### src/rtl/spi_master_pkg.sv
// Shared types and constants for the SPI mode-0 bus master.
package spi_master_pkg;

  // Default frame length in bits
  localparam int DATA_WIDTH_DEF = 32;

  // Frame sequencing states
  typedef enum logic [1:0] {
    IDLE  = 2'd0,
    SHIFT = 2'd1,
    HOLD  = 2'd2
  } state_e;

endpackage

### src/rtl/spi_sclk_gen.sv
// SCLK generator: a SCLK_HALF-cycle counter that produces a wrap tick,
// rise/fall strobes for the coming SCLK edge, and the registered SCLK
// itself. While run_i is low the counter and SCLK are held at zero, so the
// first tick after enabling lands exactly SCLK_HALF cycles later. With
// toggle_en_i low the counter keeps ticking but SCLK stays low (used for the
// trailing chip-select hold period).
module spi_sclk_gen #(
  parameter int SCLK_HALF = 1
) (
  input  logic clk_i,
  input  logic rst_i,
  input  logic run_i,
  input  logic toggle_en_i,
  output logic tick_o,
  output logic rise_o,
  output logic fall_o,
  output logic sclk_o
);

  localparam int CW = (SCLK_HALF > 1) ? $clog2(SCLK_HALF) : 1;

  logic [CW-1:0] cnt_q, cnt_d;
  logic          sclk_q, sclk_d;
  logic          wrap_s;

  assign wrap_s = run_i && (cnt_q == CW'(SCLK_HALF - 1));
  assign tick_o = wrap_s;
  assign rise_o = wrap_s && toggle_en_i && !sclk_q;
  assign fall_o = wrap_s && toggle_en_i && sclk_q;
  assign sclk_o = sclk_q;

  // Next-state for the half-period counter and SCLK level
  always_comb begin
    cnt_d  = cnt_q;
    sclk_d = sclk_q;
    if (!run_i) begin
      cnt_d  = '0;
      sclk_d = 1'b0;
    end else if (wrap_s) begin
      cnt_d = '0;
      if (toggle_en_i) begin
        sclk_d = ~sclk_q;
      end else begin
        sclk_d = 1'b0;
      end
    end else begin
      cnt_d = cnt_q + CW'(1);
    end
  end

  // Counter and SCLK registers
  always_ff @(posedge clk_i or posedge rst_i) begin
    if (rst_i) begin
      cnt_q  <= '0;
      sclk_q <= 1'b0;
    end else begin
      cnt_q  <= cnt_d;
      sclk_q <= sclk_d;
    end
  end

endmodule

### src/rtl/spi_master.sv
// Single-channel SPI master, mode 0 (CPOL=0, CPHA=0), MSB first.
// A 0->1 edge of sendStart in IDLE launches one DATA_WIDTH-bit frame.
// Optional build macro: SPI_MASTER_LOOPBACK_EN -- when defined the receive
// shift register samples the internal MOSI instead of SPI_MISO, so recvData
// returns the transmitted word; the pins still toggle normally.
module spi_master
  import spi_master_pkg::*;
#(
  parameter int DATA_WIDTH = DATA_WIDTH_DEF,
  parameter int SCLK_HALF  = 1
) (
  input  logic                  clk,
  input  logic                  rst,
  input  logic                  sendStart,
  input  logic [DATA_WIDTH-1:0] sendData,
  output logic [DATA_WIDTH-1:0] recvData,
  output logic                  busy,
  output logic                  done,
  output logic                  SPI_SCLK,
  output logic                  SPI_MOSI,
  input  logic                  SPI_MISO,
  output logic                  SPI_CS
);

  localparam int BW = (DATA_WIDTH > 2) ? $clog2(DATA_WIDTH) : 1;

  state_e                state_q, state_d;
  logic [DATA_WIDTH-1:0] tx_q, tx_d;
  logic [DATA_WIDTH-1:0] rx_q, rx_d;
  logic [DATA_WIDTH-1:0] recv_q, recv_d;
  logic [BW-1:0]         bit_q, bit_d;
  logic                  mosi_q, mosi_d;
  logic                  cs_q, cs_d;
  logic                  busy_q, busy_d;
  logic                  done_q, done_d;
  logic                  start_prev_q;

  logic start_s;
  logic rx_in_s;
  logic tick_s, rise_s, fall_s;
  logic run_s, toggle_en_s;

  assign start_s     = sendStart && !start_prev_q;
  assign run_s       = (state_q == SHIFT) || (state_q == HOLD);
  assign toggle_en_s = (state_q == SHIFT);

`ifdef SPI_MASTER_LOOPBACK_EN
  assign rx_in_s = mosi_q;
`else
  assign rx_in_s = SPI_MISO;
`endif

  spi_sclk_gen #(
    .SCLK_HALF (SCLK_HALF)
  ) u_sclk_gen (
    .clk_i       (clk),
    .rst_i       (rst),
    .run_i       (run_s),
    .toggle_en_i (toggle_en_s),
    .tick_o      (tick_s),
    .rise_o      (rise_s),
    .fall_o      (fall_s),
    .sclk_o      (SPI_SCLK)
  );

  // Frame FSM next-state plus all datapath next values
  always_comb begin
    state_d = state_q;
    tx_d    = tx_q;
    rx_d    = rx_q;
    recv_d  = recv_q;
    bit_d   = bit_q;
    mosi_d  = mosi_q;
    cs_d    = cs_q;
    busy_d  = busy_q;
    done_d  = 1'b0;
    case (state_q)
      IDLE: begin
        if (start_s) begin
          state_d = SHIFT;
          cs_d    = 1'b0;
          busy_d  = 1'b1;
          tx_d    = sendData;
          mosi_d  = sendData[DATA_WIDTH-1];
          rx_d    = '0;
          bit_d   = '0;
        end else begin
          mosi_d = 1'b0;
        end
      end
      SHIFT: begin
        if (rise_s) begin
          // Capture happens on the same clk edge that raises SCLK, so the
          // slave's bit from before the edge is what lands here.
          rx_d = {rx_q[DATA_WIDTH-2:0], rx_in_s};
        end else if (fall_s) begin
          tx_d   = tx_q << 1;
          mosi_d = tx_q[DATA_WIDTH-2];
          if (bit_q == BW'(DATA_WIDTH - 1)) begin
            state_d = HOLD;
          end else begin
            bit_d = bit_q + BW'(1);
          end
        end else begin
          state_d = SHIFT;
        end
      end
      HOLD: begin
        if (tick_s) begin
          state_d = IDLE;
          cs_d    = 1'b1;
          busy_d  = 1'b0;
          done_d  = 1'b1;
          recv_d  = rx_q;
          mosi_d  = 1'b0;
        end else begin
          state_d = HOLD;
        end
      end
      default: begin
        state_d = IDLE;
        cs_d    = 1'b1;
        busy_d  = 1'b0;
        mosi_d  = 1'b0;
      end
    endcase
  end

  // State, datapath and start-edge registers
  always_ff @(posedge clk or posedge rst) begin
    if (rst) begin
      state_q      <= IDLE;
      tx_q         <= '0;
      rx_q         <= '0;
      recv_q       <= '0;
      bit_q        <= '0;
      mosi_q       <= 1'b0;
      cs_q         <= 1'b1;
      busy_q       <= 1'b0;
      done_q       <= 1'b0;
      start_prev_q <= 1'b1;
    end else begin
      state_q      <= state_d;
      tx_q         <= tx_d;
      rx_q         <= rx_d;
      recv_q       <= recv_d;
      bit_q        <= bit_d;
      mosi_q       <= mosi_d;
      cs_q         <= cs_d;
      busy_q       <= busy_d;
      done_q       <= done_d;
      start_prev_q <= sendStart;
    end
  end

  assign recvData = recv_q;
  assign busy     = busy_q;
  assign done     = done_q;
  assign SPI_MOSI = mosi_q;
  assign SPI_CS   = cs_q;

endmodule

### config.mk
export PLATFORM = sky130hd
export DESIGN_NAME = spi_master
export DESIGN_NICKNAME = d
export VERILOG_FILES = /design/src/rtl/spi_master_pkg.sv /design/src/rtl/spi_sclk_gen.sv /design/src/rtl/spi_master.sv
export SDC_FILE = /design/constraint.sdc
export NUM_CORES = 1
export LEC_CHECK = 0
export CORE_ASPECT_RATIO = 1.25
export CORE_MARGIN = 5
export CORE_UTILIZATION = 30
export DETAILED_ROUTE_END_ITERATION = 8
export GPL_ROUTABILITY_DRIVEN = 0
export PLACE_DENSITY_LB_ADDON = 0.2
export SLEW_MARGIN = 20
export SYNTH_ARGS = -nofsm -noshare
export SYNTH_HDL_FRONTEND = slang
export SYNTH_SLANG_ARGS = --single-unit
### constraint.sdc
create_clock -name clk -period 4.4 [get_ports clk]
set_input_delay 1.32 -clock clk [delete_from_list [all_inputs] [get_ports clk]]
set_output_delay 1.32 -clock clk [all_outputs]
set_load 0.03 [all_outputs]
After elaboration in Yosys (flattened, before gate mapping) --
Cells that the tools add are included.
Operators by class: add/sub/neg operators 2, equality and inequality tests 11, mux-type cells 35, bitwise operators 3, reductions and logical operators 17
Operators with widths (number):
- two-way mux 31 bit | 3
- two-way mux 32 bit | 2
- one-hot mux 32 bit (2 select lines) | 1
- one-hot mux 31 bit (2 select lines) | 1
- two-way mux 5 bit | 4
- two-way mux 1 bit | 14
- inequality test 2 bit, second input constant | 6
- AND reduction 3 bit | 4
- two-way mux 2 bit | 5
- one-hot mux 5 bit (2 select lines) | 1
- one-hot mux 1 bit (3 select lines) | 3
- one-hot mux 2 bit (3 select lines) | 1
- adder 5 x 1 -> 5 bit, second input constant | 1
- == test 5 bit, second input constant | 1
- logical AND 1 bit | 5
- AND reduction 5 bit | 1
- AND reduction 4 bit | 1
- inequality test 3 bit, second input constant | 1
- inverter 1 bit | 3
- == test 2 x 1 -> 1 bit, second input constant | 1
- == test 2 bit, second input constant | 1
- logical NOT 1 bit | 2
- logical NOT 2 bit | 1
- inequality test 2 x 1 -> 1 bit, second input constant | 1
- other kinds (4) | 4
Storage, ports and cells: bits in registers 109, input port bits 36, output and inout bits 37, logic and storage cells 80

Depth between registers and ports, before layout --
word-level depth 8, depth in mapped cells 8, depth with buffers taken out 7

Modules after synthesis --
From an unflattened synthesis, not the netlist that was laid out.
Second synthesis, totals: cell total of the unflattened synthesis 388, area total of the unflattened synthesis 4825.9 sq um
Modules (own cells, without submodules):
- spi_master | instances 1, cells an instance 377, area each 4717.0 sq um, seq. area each 2680.1 sq um
- spi_sclk_gen | instances 1, cells an instance 11, area each 108.9 sq um, seq. area each 50.0 sq um

Worst setup path before layout --
No wires, ideal clock.
path type input to register, start input port sendStart, end register tx_q[10], arrival time 2426 ps, slack 1849 ps, stages on the path 6, buffers on the path 2, cell sequence nand2b_4 > and2_0 > buf_6 > nor3_4 > buf_6 > mux2_2
Between the ends: longest elaborated chain between the ends 3
Ends and longest elaborated chain:
- from (decl) | RTL line spi_master.sv:14 | input logic sendStart,
- logical AND 1 bit | RTL line spi_master.sv:43 | assign start_s = sendStart && !start_prev_q;
- inequality test 2 bit (no line)
- AND reduction 4 bit (no line)
- to (signal assigned) | RTL line spi_master.sv:144 | tx_q <= tx_d;
- to (decl) | RTL line spi_master.sv:28 | logic [DATA_WIDTH-1:0] tx_q, tx_d;
Every way passes these cells. A chain may end at the register's enable or synchronous reset.

Worst setup path after layout --
start input port sendStart, end register tx_q[14]
Same word-level chain as after synthesis.

==> reports/metrics.yaml <==
cts_buffers: 9
dp_hpwl_um: 5770
drtIter0Drc: 173
top_level_ports: 73
seq_area_frac_synth: 0.576
setup_viol: 0
drive_gt1_frac: 0.265
worst-setup-path-type: "in -> reg"
num_rows: 51
grt_usage: 0.105
max_stage_delay_ns: 0.53
crit_fanout: 32
status: "finished clean"
antenna_found_initial: 0
clock_latency_ns: 0.34
powerDensity_nw_per_um2: 697
die_area_um2: 18400
worstPathArrival_ns: 3.20
path_cells: "clkdlybuf4s50_1 > nand2b_4 > and2_0 > nor3_4 > buf_4 > mux2_2"
die_w_um: 122
area_growth_pct: 25.4
hold_viol: 0
async_reset_ff_frac: 1.00
hold_path.class: "reg -> reg"
relSlewSlack: 0.398
synth_top_flop_cell: "dfrtp_1"
syn_avg_cell_area_um2: 12.4
ant_nets: 0
grt_max_degree: 66
crit_path_end_kind: "register"
crit_required_ns: 4.62
postCtsHoldBufs: 0
synth.distinct_cells: 38
cap_violations: 0
port_buffers: 72
finalNetCount: 489
skew_ns: 0.00768
worst_slack_ns: 1.42
tns_ns: 0
placeableCoreArea_um2: 15600
n_antenna_cell: 0
min_period_ns: 2.98
vias: 2961
worstMarginPinSlew_ns: 0.903
syn-num-nets: 425
cts_resized: 0
drtPass1Iterations: 4
place_ws_ns: 1.05
routed_wl_um: 8660
drc: 0
postCtsSetupBuffers: 0
grt_pass1_wl_um: 15400
yosysMostFrequentCell: "dfrtp_1"
cts_max_level: 3
fp.dieH_um: 151
clock_path_buffers: 2
syn_inst: 383
synth_commonest_cells: "107 x dfrtp_1, 93 x mux2_2, 72 x nand2_1"
netlist_area_um2: 4740
clock_sinks: 109
fmax_mhz: 336
initial_utilization: 0.305
slew_viol_final: 0
root_buffer: "clkbuf_16"
synth_top_cell_area_share: 0.565
final.period_utilization: 0.677
synth_enable_flop_cells: 0
wl_per_cell_um: 13.0
vias_per_cell: 4.46
cts_tree: "built"
p_leak_nw: 2.57
grt_pass1_vias: 3187
whs_ns: 0.472
ir_worst_vdd_uv: 271
synth_top_cell_by_area: "dfrtp_1"
rsz0062_at_grt: "no"
clk_pin_slew_ns: 0.07
yosysWarnings: 0
grt.overflow.total: 0
ys_seq_elements: 109
crit_slowest_cell: "clkdlybuf4s50_1"
critPathLaunchType: "input pin"
yosys-top-cells-area: "dfrtp_1 56%, mux2_2 22%, nand2_1 5.7%"
-- layout by cell type, fill, tap and decap left out, types with 2 or more instances in the layout --
cell / n
nand3_1: 2
dfstp_2: 2
a21oi_1: 3
buf_4: 2
dfrtp_1: 107
mux2_2: 93
nand2_1: 72
nor3_1: 2
clkdlybuf4s50_1: 72
ha_1: 5
o21ai_0: 34
mux2_1: 3
inv_1: 8
a22o_1: 2
nor2b_1: 3
inv_6: 3
clkbuf_16: 9
nor2_1: 2
-- registers in the layout (all words and copies together) (netlist names) --
| name | cells |
|---|---|
| recvData | 32 |
| state_q | 2 |
| bit_q | 5 |
| SPI_MOSI | 1 |
| rx_q | 32 |
| u_sclk_gen.cnt_q | 1 |
| done | 1 |
| SPI_CS | 1 |
| busy | 1 |
| start_prev_q | 1 |
| tx_q | 31 |
| u_sclk_gen.sclk_o | 1 |
-- kinds of logic (layout without fill, tap and decap cells) --
family                   after synthesis  count (layout)  synth area share
multiplexers                          97              97             0.230
buffers and inverters                 31             100            0.0338
adder cells (fa/ha/maj)                6               6            0.0158
flip-flops                           109             109             0.576
other                                  1               1          0.000791
AND/OR/NAND/NOR                       91              91            0.0836
AO/OA/AOI/OAI                         48              48            0.0602
-- area by class of cell --
cell class                      count  area, µm²
Fill cell                        1581       9620
Sequential cell                   109       2730
Multi-Input combinational cell    243       1860
Timing Repair Buffer               75        756
Tap cell                          212        265
Clock buffer                       10        229
Clock inverter                      6       68.8
Inverter                            9       36.3
-- final timing paths --
kind,cells after the start,from,end,slack [ns]
min in group asynchronous,2,rst,rx_q[13]$_DFFE_PP0P_,1.39
worst max register to register,6,state_q[1]$_DFFE_PP0P_,rx_q[7]$_DFFE_PP0P_,1.90
worst max-delay path,6,sendStart,tx_q[14]$_DFFE_PP0P_,1.42
max in group asynchronous,3,rst,SPI_CS$_DFFE_PP1P_,2.23
worst min register to register,2,SPI_CS$_DFFE_PP1P_,SPI_CS$_DFFE_PP1P_,0.47
worst min-delay path,2,SPI_CS$_DFFE_PP1P_,SPI_CS$_DFFE_PP1P_,0.47
-- metrics by stage --
step                      std cells   util  total power, mW  area [µm²]
final                           664  0.382             4.14        5950
after global routing            664  0.382             4.45        5950
after CTS                       664  0.382             4.22        5950
after detailed placement        648  0.363             3.38        5650
after global placement          648  0.363             3.35        5650
after floorplan                 383      -             2.96        4740
-- per-layer routing --
metal | track usage | routed length, µm | vias up
met5 | 0 | 0 | -
li1 | - | - | 1441
met4 | 0.0471 | 168 | 0
met1 | 0.137 | 3990 | 1445
met3 | 0.0259 | 446 | 11
met2 | 0.164 | 4060 | 64
-- power breakdown --
group | internal, mW | switching (mW)
Clock | 0.447 | 0.371
Combinational | 0.892 | 0.950
Sequential | 1.32 | 0.161
Total | 2.66 | 1.48
-- critical path: cells and delay by family --
family	cells	cell delay, ns
multiplexers	1	0.39
AND/OR/NAND/NOR	3	0.55
buffers and inverters	2	0.92
(Power assumes the default switching activity.)
